**config.mk**
```make
export PLATFORM = sky130hd
export DESIGN_NAME = encrypt_pipe_classify_stage
export DESIGN_NICKNAME = d
export VERILOG_FILES = /design/src/rtl/encrypt_pipe_classify_stage.sv
export SDC_FILE = /design/constraint.sdc
export NUM_CORES = 1
export LEC_CHECK = 0
export ABC_CLOCK_PERIOD_IN_PS = 2700
export CAP_MARGIN = 0
export CORE_ASPECT_RATIO = 1.1
export CORE_MARGIN = 3
export CORE_UTILIZATION = 25
export CTS_CLUSTER_DIAMETER = 120
export DETAILED_ROUTE_END_ITERATION = 6
export GPL_ROUTABILITY_DRIVEN = 1
export PLACE_DENSITY = 0.46
export SYNTH_ARGS = -nofsm -noshare
export SYNTH_HDL_FRONTEND = slang
export SYNTH_SLANG_ARGS = --single-unit
```
**constraint.sdc**
```tcl
create_clock -name clk -period 2.7 [get_ports clk]
set_input_delay 0.54 -clock clk [delete_from_list [all_inputs] [get_ports clk]]
set_output_delay 0.54 -clock clk [all_outputs]
set_load 0.01 [all_outputs]
```
**src/rtl/encrypt_pipe_classify_stage.sv**
```systemverilog
`default_nettype none
// ============================================================================
// Module  : encrypt_pipe_classify_stage
// Brief   : Shift-cipher front stage: per-lane alpha classification, one-hot
//           position, rotation tick, valid/ready with a 2-entry skid buffer.
// Revision: 1.0 - initial release
// ============================================================================
module encrypt_pipe_classify_stage #(
    parameter int LANES = 1,
    parameter int ALPHA = 26,
    parameter int CNT_W = 3
) (
    input  logic                     clk,
    input  logic                     rst,
    input  logic                     in_valid,
    output logic                     in_ready,
    input  logic [8*LANES-1:0]       in_data,
    input  logic                     mode,
    input  logic                     shift_en,
    input  logic [CNT_W-1:0]         rot_freq,
    output logic                     out_valid,
    input  logic                     out_ready,
    output logic [8*LANES-1:0]       out_data,
    output logic [LANES-1:0]         out_upper,
    output logic [LANES-1:0]         out_lower,
    output logic [ALPHA*LANES-1:0]   out_onehot,
    output logic                     out_mode,
    output logic                     out_shift_en,
    output logic                     out_rot_tick
);

    localparam int c_UP_O = 8*LANES;
    localparam int c_LO_O = c_UP_O + LANES;
    localparam int c_OH_O = c_LO_O + LANES;
    localparam int c_MD_O = c_OH_O + ALPHA*LANES;
    localparam int c_PW   = c_MD_O + 3;

    localparam logic [7:0]       c_UPPER_LO = 8'd65;
    localparam logic [7:0]       c_UPPER_HI = 8'(64 + ALPHA);
    localparam logic [7:0]       c_LOWER_LO = 8'd97;
    localparam logic [7:0]       c_LOWER_HI = 8'(96 + ALPHA);
    localparam logic [ALPHA-1:0] c_ONE      = ALPHA'(1);

    logic                   w_active;
    logic [LANES-1:0]       w_upper;
    logic [LANES-1:0]       w_lower;
    logic [ALPHA*LANES-1:0] w_onehot;
    logic                   w_qual;
    logic                   w_tick;
    logic [CNT_W:0]         w_cnt_inc;
    logic [CNT_W-1:0]       w_cnt_next;
    logic                   w_in_xfer;
    logic                   w_out_free;
    logic                   w_skid_next;
    logic [c_PW-1:0]        w_in_pay;

    logic                   r_in_ready;
    logic                   r_out_valid;
    logic [c_PW-1:0]        r_out_pay;
    logic                   r_skid_valid;
    logic [c_PW-1:0]        r_skid_pay;
    logic [CNT_W-1:0]       r_cnt;

    assign w_active = mode & shift_en;

    generate
        for (genvar gi = 0; gi < LANES; gi++) begin : g_lane
            logic [7:0] w_d;
            assign w_d         = in_data[8*gi +: 8];
            assign w_upper[gi] = w_active && (w_d >= c_UPPER_LO) && (w_d <= c_UPPER_HI);
            assign w_lower[gi] = w_active && (w_d >= c_LOWER_LO) && (w_d <= c_LOWER_HI);
            assign w_onehot[ALPHA*gi +: ALPHA] =
                w_upper[gi] ? (c_ONE << (w_d - c_UPPER_LO)) :
                w_lower[gi] ? (c_ONE << (w_d - c_LOWER_LO)) : '0;
        end
    endgenerate

    // Tick fires on the beat that brings the count up to rot_freq; a lowered
    // rot_freq (already below the count) therefore ticks on the next alpha beat.
    assign w_qual    = w_active && |(w_upper | w_lower);
    assign w_cnt_inc = {1'b0, r_cnt} + (CNT_W+1)'(1);
    assign w_tick    = w_qual && (rot_freq != '0) && (w_cnt_inc >= {1'b0, rot_freq});

    always_comb begin
        w_cnt_next = r_cnt;
        if (w_qual && (rot_freq != '0)) begin
            if (w_tick)
                w_cnt_next = '0;
            else if (!(&r_cnt))
                w_cnt_next = w_cnt_inc[CNT_W-1:0];
        end
    end

    assign w_in_pay    = {w_tick, shift_en, mode, w_onehot, w_lower, w_upper, in_data};
    assign w_in_xfer   = in_valid & r_in_ready;
    assign w_out_free  = !r_out_valid | out_ready;
    // in_ready is low whenever the skid is full, so a skid-to-output move never
    // coincides with an input transfer.
    assign w_skid_next = w_out_free ? 1'b0 : (r_skid_valid | w_in_xfer);

    always_ff @(posedge clk or negedge rst) begin
        if (!rst) begin
            r_in_ready   <= 1'b0;
            r_out_valid  <= 1'b0;
            r_out_pay    <= '0;
            r_skid_valid <= 1'b0;
            r_skid_pay   <= '0;
            r_cnt        <= '0;
        end else begin
            if (w_in_xfer)
                r_cnt <= w_cnt_next;
            if (w_out_free) begin
                if (r_skid_valid) begin
                    r_out_valid <= 1'b1;
                    r_out_pay   <= r_skid_pay;
                end else begin
                    r_out_valid <= w_in_xfer;
                    if (w_in_xfer)
                        r_out_pay <= w_in_pay;
                end
            end
            if (w_in_xfer && !w_out_free)
                r_skid_pay <= w_in_pay;
            r_skid_valid <= w_skid_next;
            r_in_ready   <= !w_skid_next;
        end
    end

    assign in_ready     = r_in_ready;
    assign out_valid    = r_out_valid;
    assign out_data     = r_out_pay[0 +: 8*LANES];
    assign out_upper    = r_out_pay[c_UP_O +: LANES];
    assign out_lower    = r_out_pay[c_LO_O +: LANES];
    assign out_onehot   = r_out_pay[c_OH_O +: ALPHA*LANES];
    assign out_mode     = r_out_pay[c_MD_O];
    assign out_shift_en = r_out_pay[c_MD_O + 1];
    assign out_rot_tick = r_out_pay[c_MD_O + 2];

endmodule
`default_nettype wire

```
Yosys cells after proc, flatten, opt, wreduce, memory -nomap -nowiden
Index checks and enable logic that the tools add are counted.
{"block": "totals", "ff_bits": 84, "elab_cells": 46}
{"block": "classes", "mux": 8, "eq_ne": 1, "addsub": 3, "n_reduce_logical": 16, "magnitude_cmp": 5, "bitwise_logic": 5, "n_shift": 2}
{"op": "$mux 39", "n": 2}
{"op": "$mux 26", "n": 2}
{"op": "$shl 1x8->26 const A", "n": 2}
{"op": "$ge 8x7->1 const B", "n": 2}
{"op": "$le 8x7->1 const B", "n": 2}
{"op": "$sub 8x7->8 const B", "n": 2}
{"op": "$logic_and 1x1->1", "n": 8}
{"op": "$mux 3", "n": 2}
{"op": "$reduce_and 3->1", "n": 2}
{"op": "$add 3x1->4 const B", "n": 1}
{"op": "$ge 4x3->1", "n": 1}
{"op": "$logic_not 1->1", "n": 3}
{"op": "$or 1x1->1", "n": 3}
{"op": "$reduce_bool 3->1", "n": 1}
{"op": "$and 1x1->1", "n": 2}
{"op": "$mux 1", "n": 2}
{"op": "$ne 2x2->1 const B", "n": 1}
{"op": "$reduce_and 2->1", "n": 1}
{"op": "$reduce_bool 2->1", "n": 1}

Depth between registers and ports, before layout
Gate-level depths: netlist of run 1.
{"block": "depth", "depth_word": 9, "mapped_depth": 10, "mapped_depth_nobuf": 8}

Worst setup path before layout of run 1
No wires, ideal clock.
{"block": "synth_path", "kind": "input -> register", "start": "input in_data[0]", "end": "register r_cnt[0]", "path_slack_ns": 0.085, "path_buffers": 2, "cell_stages": 10, "arrival_time_ns": 2.491, "t_required_ns": 2.575, "setup_ns": 0.125, "path_cell_list": "clkbuf_1 inv_1 ha_1 buf_4 or4b_4 o21ai_0 nor2_1 nand2_1 a211o_2 mux2_2"}
{"block": "synth_between", "elab_chain_cells": 9, "word_cells_on_any_way": 15}
{"item": "start: declaration", "line": "17", "rtl": "input logic [8*LANES-1:0] in_data,"}
{"item": "$ge 8x7->1 (on tied branches)", "line": "70, 71"}
{"item": "$logic_and 1x1->1 (on tied branches) (2 in a row)", "line": "70, 71"}
{"item": "$or 1x1->1 (*)", "line": "80", "rtl": "assign w_qual = w_active && |(w_upper | w_lower);"}
{"item": "$logic_and 1x1->1 (*)", "line": "80"}
{"item": "$logic_and 1x1->1 (*)", "line": "82, 86"}
{"item": "$logic_and 1x1->1", "line": "82", "rtl": "assign w_tick = w_qual && (rot_freq != '0) && (w_cnt_inc >= {1'b0, rot_freq});"}
{"item": "$ne 2x2->1 (no source line)"}
{"item": "$reduce_and 3->1 (no source line)"}
{"item": "end signal: assignment", "line": "111", "rtl": "r_cnt <= w_cnt_next;"}
{"item": "end: declaration", "line": "62", "rtl": "logic [CNT_W-1:0] r_cnt;"}
Every way passes the cells marked *; elsewhere a longest branch is shown, timed or not.
A chain may end at the register's enable or synchronous reset.

Worst setup path in the final report of run 1
{"block": "layout_path", "start": "input in_data[1]", "end": "register r_out_pay[31]"}
{"block": "layout_between", "elab_chain_cells": 7, "word_cells_on_any_way": 16}
{"item": "$ge 8x7->1", "line": "71", "rtl": "assign w_lower[gi] = w_active && (w_d >= c_LOWER_LO) && (w_d <= c_LOWER_HI);"}
{"item": "$logic_and 1x1->1 (2 in a row)", "line": "71"}
{"item": "$mux 26", "line": "74", "rtl": "w_lower[gi] ? (c_ONE << (w_d - c_LOWER_LO)) : '0;"}
{"item": "$mux 26 (*)", "line": "73", "rtl": "w_upper[gi] ? (c_ONE << (w_d - c_UPPER_LO)) :"}
{"item": "$mux 39 (*)", "line": "118", "rtl": "if (w_in_xfer)"}
{"item": "$mux 39 (*)", "line": "113", "rtl": "if (r_skid_valid) begin"}
{"item": "end signal: assignment", "line": "115", "rtl": "r_out_pay <= r_skid_pay;"}
{"item": "end signal: assignment", "line": "119", "rtl": "r_out_pay <= w_in_pay;"}
{"item": "end: declaration", "line": "59", "rtl": "logic [c_PW-1:0] r_out_pay;"}
Every way passes the cells marked *; elsewhere a longest branch is shown, timed or not. The select of a mux whose other input is x is not followed.

==> results.json, run 1 <==
{
  "status": "completed",
  "core_region_area_um2": 15920,
  "start_util": 0.2590,
  "yosysSeqAreaShare": 0.5100,
  "numPortBuffers": 57,
  "pwr-share-comb": 0.215,
  "synth_cell_types": 50,
  "timing.rr.end": "r_out_pay[38]$_DFFE_PN0P_",
  "p_per_area_nw_per_um2": 619.0,
  "required_ns": 2.98,
  "grtUsageTotal": 0.1353,
  "die_w_um": 128.4,
  "rsz0062_at_grt": "false",
  "synth_edf_count": 0,
  "cts_buffer_depth": 2,
  "crit_type": "primary input to flip-flop",
  "yosysWarnings": 0,
  "grt_pass1_wl_um": 19350,
  "yosysTopAreaCellShare": 0.5100,
  "startpoint_type": "primary input",
  "drt-initial-drc-count": 156,
  "area_growth_pct": 33.88,
  "cts_buffers": 9,
  "grt_max_degree": 45,
  "fp-row-count": 48,
  "switching_power_mw": 1.027,
  "synth.avg_cell_area_um2": 9.388,
  "cp_top_family": "simple AND/OR/NAND/NOR gates",
  "cts_tree": "done",
  "path_buf_inv": 3,
  "power_leakage_nw": 2.461,
  "place_hpwl_um": 8719,
  "fin_tns_setup_ns": 0,
  "crit_path_end_kind": "flip-flop",
  "ctsHoldBuffers": 0,
  "nets": 555,
  "fmax_mhz": 406.0,
  "worst_pin_slew_ns": 0.5951,
  "postRouteWirelength_um": 11530,
  "yosysMostFrequentCell": "dfrtp_1",
  "wl_per_cell_um": 15.69,
  "die_y_um": 140.7,
  "grt_pass1_vias": 3611,
  "place_congestion": 0.8396,
  "dp_cells": 719,
  "skew_ns": 0.01359,
  "reg2regPathDepth": 7,
  "dr.pass1.iters": 4,
  "num_vias": 3517,
  "worst_path_most_repeated_cell": "nand2_2",
  "synth-main-ff-cell": "dfrtp_1",
  "syn_area_um2": 4121,
  "drc": 0,
  "grt_overflow": 0,
  "max_stage_delay_ns": 0.51,
  "synth_cells": 439,
  "clk_latency_ns": 0.35,
  "cts_repair_resize_count": 0,
  "clockRootBuffer": "clkbuf_16",
  "synth_commonest_cells": "dfrtp_1, nand2_1, o21ai_0",
  "hp-class": "primary input to asynchronous set/reset pin",
  "maxSlewHeadroom": 0.6032,
  "power_frac_seq": 0.432,
  "report.final.slew_viol_count": 0,
  "synth_area_leaders": "dfrtp_1, nand2_1, o21ai_0",
  "htreeDepth": 3,
  "pin_count": 58,
  "yosys.area.top_type": "dfrtp_1",
  "layout_worst_path_cycle_share": 0.9122,
  "synth-seq-cells": 84,
  "cp_max_fo": 5,
  "finalSetupViolCount": 0,
  "switching_share": 0.3006,
  "antenna_cells": 0,
  "clockPowerShare": 0.353,
  "critical-path-slowest-cell": "or4_1",
  "postCtsSetupRepairBufs": 0,
  "r2r_slack_ns": 0.44,
  "finalCriticalPeriod_ns": 2.463,
  "clock-sinks": 84,
  "async_reset_ff_frac": 1.000,
  "drive_above_1_share": 0.1570,
  "clkSlewWorstSetupHoldPaths_ns": 0.07,
  "synth_fp_nets": 464,
  "cap_violations": 0,
  "peakVddDrop_v": 0.0003139,
  "fin_cells": 735,
  "cp.arrival_ns": 2.74,
  "antenna_left": 0,
  "hold_violations": 0,
  "n_fill_cell": 1627,
  "r2r_start": "r_cnt[0]$_DFFE_PN0P_",
  "via_per_inst": 4.785,
  "die-area_um2": 18060,
  "antenna_found_initial": 0,
  "intPower_mw": 2.389,
  "path_cells": "clkdlybuf4s50_1 > inv_1 > ha_1 > or4b_4 > buf_4 > nand2_2 > nand2_2 > or4_1 > o21ai_1"
}
==> sequential cells by signal, indices dropped and copies added (netlist names) <==
signal,flops
in_ready,1
r_out_pay,39
r_skid_valid,1
r_cnt,3
r_skid_pay,39
out_valid,1
==> placed cells by master, fill, tap and decap left out, drive strengths merged, types with 2 or more instances in the layout <==
cell,n
nand2b,9
or3,6
o21ai,54
or4,3
inv,15
o21a,3
dfrtp,84
clkbuf,9
a21o,3
o311ai,2
buf,51
o31ai,12
nand3,11
o22ai,6
nand4,3
mux2i,11
a211oi,3
a21oi,37
ha,8
clkdlybuf4s50,56
mux2,2
and3,22
nor3,7
nor2b,3
or4b,2
xnor2,2
nor2,16
o41ai,2
nand2,80
==> routing by layer <==
layer	wire length, um	share of wire	global-route usage
met1	5149	0.45	0.1699
met2	5655	0.49	0.2252
met3	558	0.048	0.03941
met4	169	0.015	0.03911
met5	0	0	0
==> area by class of cell <==
| type | instances | area (um2) | area share |
|---|---|---|---|
| inverters | 10 | 37.54 | 0.006803 |
| flip-flops and latches | 84 | 2102 | 0.3810 |
| clock buffers | 9 | 225.2 | 0.04082 |
| multi-input cells | 318 | 1869 | 0.3388 |
| clock inverters | 7 | 65.06 | 0.01179 |
| repair buffers | 107 | 968.4 | 0.1755 |
| well taps | 200 | 250.2 | 0.04535 |
==> worst max path at each step <==
| stage | to | cells past startpoint | slack (ns) | from |
|---|---|---|---|---|
| after floorplan | r_cnt[0]$_DFFE_PN0P_ | 10 | 0.08 | in_data[0] |
| after detailed placement | r_out_pay[30]$_DFFE_PN0P_ | 10 | -0.14 | in_data[1] |
| after global routing | r_out_pay[30]$_DFFE_PN0P_ | 10 | 0.06 | in_data[1] |
| after CTS | r_out_pay[38]$_DFFE_PN0P_ | 9 | 0.23 | in_data[1] |
| after global placement | r_out_pay[38]$_DFFE_PN0P_ | 9 | -0.11 | in_data[1] |
| final | r_out_pay[31]$_DFFE_PN0P_ | 9 | 0.24 | in_data[1] |
==> power by group through the flow <==
stage	logic (mW)	clock network, mW	registers, mW
global route	0.824	1.30	1.50
CTS	0.752	1.24	1.48
global placement	0.742	0	1.50
finish	0.735	1.20	1.48
floorplan	0.315	0	1.52
detailed placement	0.750	0	1.50
==> cell families after synthesis <==
family          share of synthesized area
compound gates                     0.1825
xor+xnor                         0.006376
fa+ha+maj                         0.02429
buf+inv                           0.03764
flops                              0.5100
mux                               0.03218
simple gates                       0.2070
==> worst register-to-register path, stage by stage, from the launching register on <==
cell      delay, ns
dfrtp_1        0.42
ha_1           0.22
ha_1           0.29
ha_1           0.30
a211oi_1       0.10
or4b_1         0.54
o21ai_0        0.19
o21a_1         0.14
==> stage by stage <==
stage | setup slack, ns | total power [mW] | hold slack [ns] | util | instance area (um2)
3_5_place_dp | -0.1379 | 2.250 | 0.4592 | 0.3285 | 5228
4_1_cts | 0.2328 | 3.474 | 0.2144 | 0.3467 | 5518
3_3_place_gp | -0.1078 | 2.242 | 0.4537 | 0.3285 | 5228
2_1_floorplan | 0.08477 | 1.836 | 0.2444 | - | 4121
5_1_grt | 0.06327 | 3.621 | 0.2362 | 0.3467 | 5518
6_report | 0.2370 | 3.415 | 0.1948 | 0.3467 | 5518
No activity file was read; power rests on OpenSTA's default activity.
==> run 2, diff against run 1 <==
Settings changed: ABC_CLOCK_PERIOD_IN_PS 2700 to not set, CORE_MARGIN 3 to 2, CTS_BUF_LIST set to sky130_fd_sc_hd__clkbuf_8 sky130_fd_sc_hd__clkbuf_16.
==> results.json, run 2 (same netlist as run 1, synthesis figures left out) <==
{
  "clock-sinks": 84,
  "place_hpwl_um": 8543,
  "grt_pass1_vias": 3482,
  "intPower_mw": 2.445,
  "rsz0062_at_grt": "false",
  "clkSlewWorstSetupHoldPaths_ns": 0.06,
  "antenna_found_initial": 0,
  "crit_path_end_kind": "flip-flop",
  "nets": 547,
  "finalCriticalPeriod_ns": 2.416,
  "numPortBuffers": 57,
  "layout_common_cells": "dfrtp_1, nand2_1, clkdlybuf4s50_1",
  "grt_max_degree": 48,
  "dr.pass1.iters": 4,
  "die-area_um2": 17530,
  "die_w_um": 126.4,
  "finalSetupViolCount": 0,
  "die_y_um": 138.7,
  "p_per_area_nw_per_um2": 626.5,
  "switching_share": 0.2864,
  "n_fill_cell": 1664,
  "pwr-share-comb": 0.216,
  "grt_overflow": 0,
  "place_congestion": 0.8087,
  "switching_power_mw": 0.9815,
  "postCtsSetupRepairBufs": 0,
  "antenna_left": 0,
  "dpl-instance-area_um2": 5185,
  "clockPowerShare": 0.353,
  "dp_cells": 715,
  "hp-class": "primary input to asynchronous set/reset pin",
  "final_common_cell": "dfrtp_1",
  "skew_ns": 0.007408,
  "via_per_inst": 4.751,
  "reg_top3": "r_out_pay (39), r_skid_pay (39), r_cnt (3)",
  "cts_repair_resize_count": 0,
  "drive_above_1_share": 0.1404,
  "crit_type": "primary input to flip-flop",
  "core_region_area_um2": 16250,
  "wl_per_cell_um": 16.01,
  "clk_latency_ns": 0.35,
  "holdWs_ns": 0.2098,
  "drt-initial-drc-count": 179,
  "hold_violations": 0,
  "postRouteWirelength_um": 11700,
  "grtUsageTotal": 0.1395,
  "fin_cells": 731,
  "cts_tree": "done",
  "cp.arrival_ns": 2.69,
  "drc": 0,
  "report.final.slew_viol_count": 0,
  "fmax_mhz": 413.8,
  "startpoint_type": "primary input",
  "post-place-ws_ns": -0.08880,
  "cts_buffers": 9,
  "pin_count": 58,
  "cp_max_fo": 8,
  "clockRootBuffer": "clkbuf_16",
  "fp-row-count": 49,
  "worst_slack_ns": 0.2835,
  "worst_pin_slew_ns": 0.6438,
  "start_util": 0.2537,
  "maxSlewHeadroom": 0.5708,
  "finalInstanceArea_um2": 5470,
  "status": "completed",
  "antenna_cells": 0,
  "power_leakage_nw": 2.432,
  "layout_worst_path_cycle_share": 0.8950,
  "htreeDepth": 3,
  "cts_buffer_depth": 2,
  "required_ns": 2.97,
  "num_vias": 3473,
  "power_frac_seq": 0.431,
  "area_growth_pct": 32.73,
  "cap_violations": 0,
  "reg2regPathDepth": 8,
  "ctsHoldBuffers": 0,
  "p_total_mw": 3.427,
  "grt_pass1_wl_um": 19010,
  "peakVddDrop_v": 0.0003791
}
-- run 2: cell count changes in the layout (fill, tap and decap cells not counted) --
cell / previous run / this run
inv_1: 10 / 12
clkinv_4: 1 / 0
inv_8: 2 / 0
buf_4: 49 / 40
clkinv_2: 0 / 3
buf_12: 2 / 3
bufinv_16: 0 / 1
inv_6: 3 / 0
-- run 2: final timing paths --
check                                                 from                          to  slack (ns)
worst max-delay path                            in_data[0]   r_out_pay[16]$_DFFE_PN0P_        0.28
max in group asynchronous                              rst   r_out_pay[28]$_DFFE_PN0P_        1.84
worst min register to register  r_skid_pay[19]$_DFFE_PN0P_  r_skid_pay[19]$_DFFE_PN0P_        0.47
worst max register to register        r_cnt[0]$_DFFE_PN0P_   r_out_pay[38]$_DFFE_PN0P_        0.35
min in group clk                r_skid_pay[19]$_DFFE_PN0P_  r_skid_pay[19]$_DFFE_PN0P_        0.47
worst min-delay path                                   rst        r_cnt[1]$_DFFE_PN0P_        0.21
-- run 2: power groups by stage --
stage / Sequential, mW / Clock (mW) / Combinational (mW)
after floorplan: 1.52 / 0 / 0.315
after global placement: 1.50 / 0 / 0.746
after detailed placement: 1.50 / 0 / 0.754
after CTS: 1.48 / 1.24 / 0.757
after global routing: 1.50 / 1.29 / 0.825
final: 1.48 / 1.21 / 0.740
-- run 2: stage by stage --
stage                       util  setup TNS, ns
after floorplan                -              0
after global placement    0.3191        -0.3682
after global routing      0.3367              0
after CTS                 0.3367              0
after detailed placement  0.3191        -0.9779
final                     0.3367              0
-- run 2: area by class of cell --
| cell class | instances | area [um2] | area share |
|---|---|---|---|
| timing repair buffer | 99 | 920.9 | 0.1683 |
| multi-input combinational | 318 | 1869 | 0.3417 |
| clock inverter | 7 | 60.06 | 0.01098 |
| tap | 204 | 255.2 | 0.04666 |
| inverter | 10 | 37.54 | 0.006862 |
| sequential | 84 | 2102 | 0.3843 |
| clock buffer | 9 | 225.2 | 0.04117 |
-- run 2: per-layer routing --
metal,routed length [um],global-route usage,share of wire,vias up
li1,-,-,-,1714
met1,5244,0.1814,0.45,1671
met2,5819,0.2288,0.50,72
met3,494,0.02662,0.042,16
met4,144,0.05495,0.012,0
met5,0,0,0,-
-- run 2: critical path, cell delays in order --
cell and delay [ns]:
clkdlybuf4s50_1 0.49, inv_1 0.06, ha_1 0.21, buf_4 0.17
nor3_1 0.17, mux2_2 0.17, a31oi_1 0.12, o32ai_4 0.28
buf_12 0.16, nand3_2 0.14, o21ai_1 0.18
==> run 3, diff against run 2 <==
Settings changed: PLACE_DENSITY 0.46 to 0.39, SKIP_CTS_REPAIR_TIMING set to 1.
==> results.json, run 3 (same netlist as run 1, synthesis figures left out) <==
{
  "critical-path-slowest-cell": "clkdlybuf4s50_1",
  "start_util": 0.2537,
  "nets": 549,
  "clkSlewWorstSetupHoldPaths_ns": 0.06,
  "crit_type": "primary input to flip-flop",
  "finalInstanceArea_um2": 5515,
  "die-area_um2": 17530,
  "power_leakage_nw": 2.435,
  "dr.pass1.iters": 4,
  "reg_top3": "r_out_pay (39), r_skid_pay (39), r_cnt (3)",
  "clk_latency_ns": 0.35,
  "path_cells": "clkdlybuf4s50_1 > inv_1 > ha_1 > buf_4 > nor3_1 > mux2_2 > a31oi_1 > o32ai_4 > buf_12 > nand3_2 > o21ai_1",
  "fp-row-count": 49,
  "place_hpwl_um": 8502,
  "crit_path_end_kind": "flip-flop",
  "worst_pin_slew_ns": 0.5571,
  "required_ns": 2.96,
  "layout_common_cells": "dfrtp_1, nand2_1, clkdlybuf4s50_1",
  "grt_max_degree": 55,
  "layout_worst_path_cycle_share": 0.9012,
  "cts_tree": "done",
  "cp_max_fo": 8,
  "status": "completed",
  "final_core_util": 0.3395,
  "report.final.slew_viol_count": 0,
  "wl_per_cell_um": 16.16,
  "final_common_cell": "dfrtp_1",
  "pin_count": 58,
  "p_per_area_nw_per_um2": 636.3,
  "core_region_area_um2": 16250,
  "grtUsageTotal": 0.1402,
  "grt_pass1_vias": 3513,
  "reg2regPathDepth": 7,
  "drt-initial-drc-count": 148,
  "fin_cells": 733,
  "grt_overflow": 0,
  "clockRootBuffer": "clkbuf_16",
  "clock-sinks": 84,
  "rsz0062_at_grt": "false",
  "finalCriticalPeriod_ns": 2.433,
  "hp-class": "primary input to asynchronous set/reset pin",
  "area_growth_pct": 33.82,
  "cp.arrival_ns": 2.70,
  "drive_above_1_share": 0.1493,
  "antenna_left": 0,
  "peakVddDrop_v": 0.0003144,
  "htreeDepth": 3,
  "r2r_slack_ns": 0.44,
  "antenna_found_initial": 0,
  "worst-path-stages": 11,
  "cp_top_family": "buffers and inverters",
  "r2r_start": "r_cnt[0]$_DFFE_PN0P_",
  "num_vias": 3453,
  "antenna_cells": 0,
  "dpl-instance-area_um2": 5202,
  "die_w_um": 126.4,
  "fmax_mhz": 411.0,
  "postRouteWirelength_um": 11840,
  "path_buf_inv": 4,
  "drc": 0,
  "grt_pass1_wl_um": 19220,
  "die_y_um": 138.7,
  "hold_violations": 0,
  "cts_buffer_depth": 2,
  "max_stage_delay_ns": 0.49,
  "finalSetupViolCount": 0,
  "startpoint_type": "primary input",
  "maxSlewHeadroom": 0.6286,
  "timing.rr.end": "r_out_pay[38]$_DFFE_PN0P_",
  "cap_violations": 0,
  "via_per_inst": 4.711,
  "dp_cells": 717,
  "place_congestion": 0.7774,
  "cts_buffers": 9,
  "skew_ns": 0.007508,
  "numPortBuffers": 57,
  "p_total_mw": 3.509
}
-- run 3: area by class of cell --
cell class | count | area (um2)
inverters | 10 | 37.54
repair buffers | 101 | 935.9
clock inverters | 5 | 60.06
fillers | 1679 | 10730
multi-input cells | 318 | 1872
well taps | 204 | 255.2
clock buffers | 11 | 252.7
flip-flops and latches | 84 | 2102
-- run 3: layer usage --
layer	wire length, um	GRT usage
met1	5471	0.1825
met2	5687	0.2280
met3	508	0.03781
met4	176	0.04164
met5	0	0
-- run 3: worst max path at each step --
stage	slack, ns	to	start
finish	0.27	r_skid_pay[30]$_DFFE_PN0P_	in_data[1]
CTS	0.24	r_skid_pay[30]$_DFFE_PN0P_	in_data[1]
global route	0.1	r_out_pay[14]$_DFFE_PN0P_	in_data[1]
detailed placement	-0.12	r_skid_pay[30]$_DFFE_PN0P_	in_data[1]
floorplan	0.08	r_cnt[0]$_DFFE_PN0P_	in_data[0]
global placement	-0.09	r_out_pay[30]$_DFFE_PN0P_	in_data[0]
-- run 3: power breakdown --
part | switching (mW) | internal, mW
clock | 0.527 | 0.767
combinational | 0.399 | 0.348
sequential | 0.0769 | 1.39
-- run 3: metrics by stage --
stage,setup TNS (ns),hold WS (ns),setup WS (ns)
2_1_floorplan,0,0.2444,0.08477
3_3_place_gp,-1.320,0.4540,-0.09120
3_5_place_dp,-1.744,0.4612,-0.1199
4_1_cts,0,0.1948,0.2442
5_1_grt,0,0.2106,0.09743
6_report,0,0.1792,0.2668
==> RTL edit 1: new RTL, flow settings as in run 2 <==
`ALPHA`: 26 -> 13.
--- a/src/rtl/encrypt_pipe_classify_stage.sv
+++ b/src/rtl/encrypt_pipe_classify_stage.sv
@@ -9,3 +9,3 @@
     parameter int LANES = 1,
-    parameter int ALPHA = 26,
+    parameter int ALPHA = 13,
     parameter int CNT_W = 3
Ports: changed (resized out_onehot); port bits go from 58 to 45. No check against the original RTL was run, so the function may have changed too.
==> RTL edit 1 against run 2 <==
  * Worst setup slack got worse by 47 ps
  * Hold slack improved by 16 ps
  * Largest power group unchanged
  * Synthesized cell count decreased by 34%
  * Wire length decreased by 37%
  * Synthesized area decreased by 30%
  * Register-to-register slack got worse by 110 ps
  * Total power decreased by 26%
  * Via count decreased by 31%
  * Critical path depth decreased by 3
  * Combinational power decreased by 31%
  * Sequential cell count decreased by 26
  * Design area decreased by 27%
==> RTL edit 1: results (changes against run 2) <==
| Metric | Value |
|---|---|
| Status | complete, no violations |
| Nets | 384 (-30%) |
| Buffers on Ports | 44 (-23%) |
| VDD IR-drop max | 0.241 mV (-36%) |
| Met3 track utilization from global routing | 2.99% (+0.33 points) |
| Met2 wire length | 3460 um (-41%) |
| LEAKAGE | 1.71 nW (-30%) |
| Sequential Power Share | 41.0% (-2.1 points) |
| Synth Area in Adders | 3.45% (+1.0 points) |
| Slew @ Worst Pin | 629 ps (-14.6 ps) |
| M1 wire length | 3550 um (-32%) |
| Met2 GRT Util | 20.8% (-2.1 points) |
| Register area share after synthesis | 50.0% (-0.96 points) |
| Area after DPL | 3720 um^2 (-28%) |
| Via count | 2389 (-31%) |
| Internal power | 1.86 mW (-24%) |
| Multiplexer share of the synthesized area | 6.90% (+3.7 points) |
| First-pass GRT wire length | 12300 um (-35%) |
| Clock Latency Late Sink | 320 ps (-30 ps) |
| Area share of xor/xnor cells in the synthesized design | 0.604% (-0.034 points) |
| Post-place setup slack | -89.5 ps (-0.698 ps) |
| HPWL after DPL | 5290 um (-38%) |
| All-Layer GR Usage | 13.0% (-0.95 points) |
| Mapped Nets | 316 (-32%) |
| Largest net degree at the start of global routing | 46 (-4.2%) |
| Met1 usage | 16.7% (-1.5 points) |
| Layout cells sized above 1 | 15.7% (+1.7 points) |
| Net Sw Power | 664 uW (-32%) |
| Total core area | 11400 um^2 (-30%) |
| Met3 WL post-DR | 211 um (-57%) |
| Placer Congestion | 0.844 (+4.4%) |
| List of most frequent post-synthesis cells | 58 x dfrtp_1, 39 x nand2_1, 30 x o21ai_0, 18 x a21oi_1, 13 x clkbuf_1 |
| Filler cells | 1187 (-29%) |
| Area grow syn2layout | 36.9% |
| Setup Skew | 2.90 ps (-4.51 ps) |
| Netlist cell types | 51 (+2.0%) |
| Compound-gate portion of the synthesized area | 15.5% (-2.8 points) |
| CP arrival | 2700 ps (about the same) |
| Largest regs | r_out_pay: 26 flops, r_skid_pay: 26 flops, r_cnt: 3 flops |
| Top cells by area, synth | dfrtp_1 50%, o21ai_0 5.2%, nand2_1 5.0%, mux2i_1 3.8%, ha_1 3.5% |
| CP max FO | 5 (-3) |
| Comb power frac | 20.3% (-1.3 points) |
RTL edit 1: changes by cell type in the layout (fill, tap and decap cells not counted), moves of 4 or more:
cell	run 2	this run
nand3_2	4	0
clkdlybuf4s50_1	56	43
and3_1	21	10
dfrtp_1	84	58
o31ai_1	12	3
nand2_1	76	39
nor2_1	16	9
buf_4	40	28
o22ai_1	6	0
a21oi_1	37	18
nand3_1	7	3
mux2_2	2	8
o21ai_0	41	30
nor3_1	6	1
RTL edit 1: stage by stage:
stage,hold slack [ps],cells,setup TNS [ps]
2_1_floorplan,244,291,0
3_3_place_gp,455,498,-288
3_5_place_dp,466,498,-782
4_1_cts,244,512,0
5_1_grt,269,512,0
6_report,226,512,0
RTL edit 1: final cells by class:
type | instances | share of cell area (%)
Clock buffer | 10 | 6.02
Timing Repair Buffer | 75 | 17.8
Inverter | 6 | 0.567
Tap cell | 150 | 4.73
Multi-Input combinational cell | 209 | 34.0
Sequential cell | 58 | 36.6
Clock inverter | 4 | 0.378
RTL edit 1: worst max-delay path, cell delays in order, from the launching register on:
cell and delay, ps:
dfrtp_1 430, ha_1 230, ha_1 300, ha_1 300
nand2_1 40, o21ai_0 260, a31oi_1 140, or3b_2 510
o21ai_0 170
RTL edit 1: final timing paths:
path | start | endpoint | slack [ps] | cells after the start
max reg2reg | r_cnt[0] | r_out_pay[25] | 240 | 8
min | rst | r_out_pay[3] | 230 | 1
max in group asynchronous | rst | r_out_pay[13] | 1880 | 2
min reg2reg | r_skid_pay[21] | r_skid_pay[21] | 470 | 2
min in group clk | r_skid_pay[21] | r_skid_pay[21] | 470 | 2
max | r_cnt[0] | r_out_pay[25] | 240 | 8
==> RTL edit 2: new RTL, settings of run 2 <==
Without the edit above. Make the reset (`rst`) synchronous in one clocked block.
--- a/src/rtl/encrypt_pipe_classify_stage.sv
+++ b/src/rtl/encrypt_pipe_classify_stage.sv
@@ -100,3 +100,3 @@
 
-    always_ff @(posedge clk or negedge rst) begin
+    always_ff @(posedge clk) begin
         if (!rst) begin
Check against the original RTL: differs if rst is asserted again (counterexample within 4 cycles, from zero or initial values and one cycle with rst low); with rst held inactive, the same outputs for 10 cycles.
==> RTL edit 2 against run 2 <==
  * Worst setup slack worse by 180 ps
  * Core utilization is 0.53 points higher
  * Synthesized area rose by 0.49%
  * Global-route usage rose by 1.2 points
  * Clock skew fell by 1.3 ps
  * Sequential cell count stayed put
  * Count of clock-buffer cells in the layout increased by 2
  * Design area is 1.9% higher
  * Total power down 13%
  * Critical path depth unchanged
  * Wire length up 14%
  * Largest power group unchanged
  * Highest routed layer unchanged
==> RTL edit 2: results (changes against run 2) <==
| Metric | Value |
|---|---|
| Top cells by area, synth | dfxtp_1 41%, a21oi_1 6.3%, nand2_1 5.8%, nand3_1 4.7%, o21ai_0 4.6% |
| Comb power frac | 13.8% (-7.8 points) |
| Status | complete, no violations |
| Routed WL per cell | 16.6 um (+3.7%) |
| Via count | 4123 (+19%) |
| Met3 WL post-DR | 578 um (+17%) |
| Total power | 2.97 mW (-13%) |
| Met1 usage | 19.6% (+1.4 points) |
| CP arrival | 2890 ps (+200 ps) |
| First-pass GRT wire length | 21100 um (+11%) |
| Initial drt markers | 218 (+22%) |
| Register area share after synthesis | 40.6% (-10 points) |
| Multiplexer share of the synthesized area | 1.93% (-1.3 points) |
| Net Sw Power | 749 uW (-24%) |
| Syn Inst Count | 513 (+17%) |
| Met2 wire length | 6390 um (+9.8%) |
| Vias in the first global route | 3924 (+13%) |
| Post-route insts no fill | 802 (+9.7%) |
| Synth Area in Adders | 2.42% (-0.012 points) |
| Met3 track utilization from global routing | 2.74% (+0.077 points) |
| Synth Flop Type | dfxtp_1 |
| CP max FO | 10 (+2) |
| HPWL after DPL | 9790 um (+15%) |
| Met2 GRT Util | 25.1% (+2.2 points) |
| Mapped Nets | 538 (+16%) |
## RTL edit 2: cell types whose count changed after synthesis, moves of 6 or more
cell | before | now
and3_1 | 21 | 2
nand3_1 | 8 | 39
o21ai_1 | 13 | 7
dfxtp_1 | 0 | 84
dfrtp_1 | 84 | 0
o211ai_1 | 1 | 25
nand2_1 | 76 | 64
a31oi_1 | 1 | 10
clkbuf_1 | 20 | 35
nor2_1 | 16 | 31
o2111ai_1 | 0 | 12
a21oi_1 | 37 | 52
## RTL edit 2: timing repair
item / 4_1_cts / 5_1_grt
gates resized for setup: 2 / 8
pin swaps: 0 / 3
hold endpoints to repair: 0 / 0
buffers inserted: 0 / 1
setup endpoints to repair: 3 / 42
## RTL edit 2: worst max path at each step
stage	from	to	slack, ps	depth (start not counted)
global route	in_data[0]	r_out_pay[27]	-30	11
finish	in_data[0]	r_out_pay[24]	100	11
floorplan	in_data[1]	r_out_pay[30]	20	11
CTS	in_data[0]	r_skid_pay[11]	20	9
global placement	in_data[0]	r_skid_pay[12]	-290	9
detailed placement	in_data[0]	r_skid_pay[11]	-420	9
## RTL edit 2: area by class of cell
cell class | instances | area, um^2 | share of cell area [%]
sequential | 84 | 1680 | 30.2
inverter | 15 | 56.3 | 1.01
timing repair buffer | 113 | 1010 | 18.1
clock buffer | 11 | 253 | 4.53
clock inverter | 5 | 51.3 | 0.920
multi-input combinational | 370 | 2270 | 40.7
tap | 204 | 255 | 4.58
## RTL edit 2: kinds of logic (layout without fill, tap and decap cells)
kind of cell	Yosys count	after routing
buffers and inverters	59	144
adder cells (fa/ha/maj)	8	8
multiplexers	8	8
XOR/XNOR	3	3
AND/OR/NAND/NOR	173	173
AO/OA/AOI/OAI	178	178
flip-flops	84	84
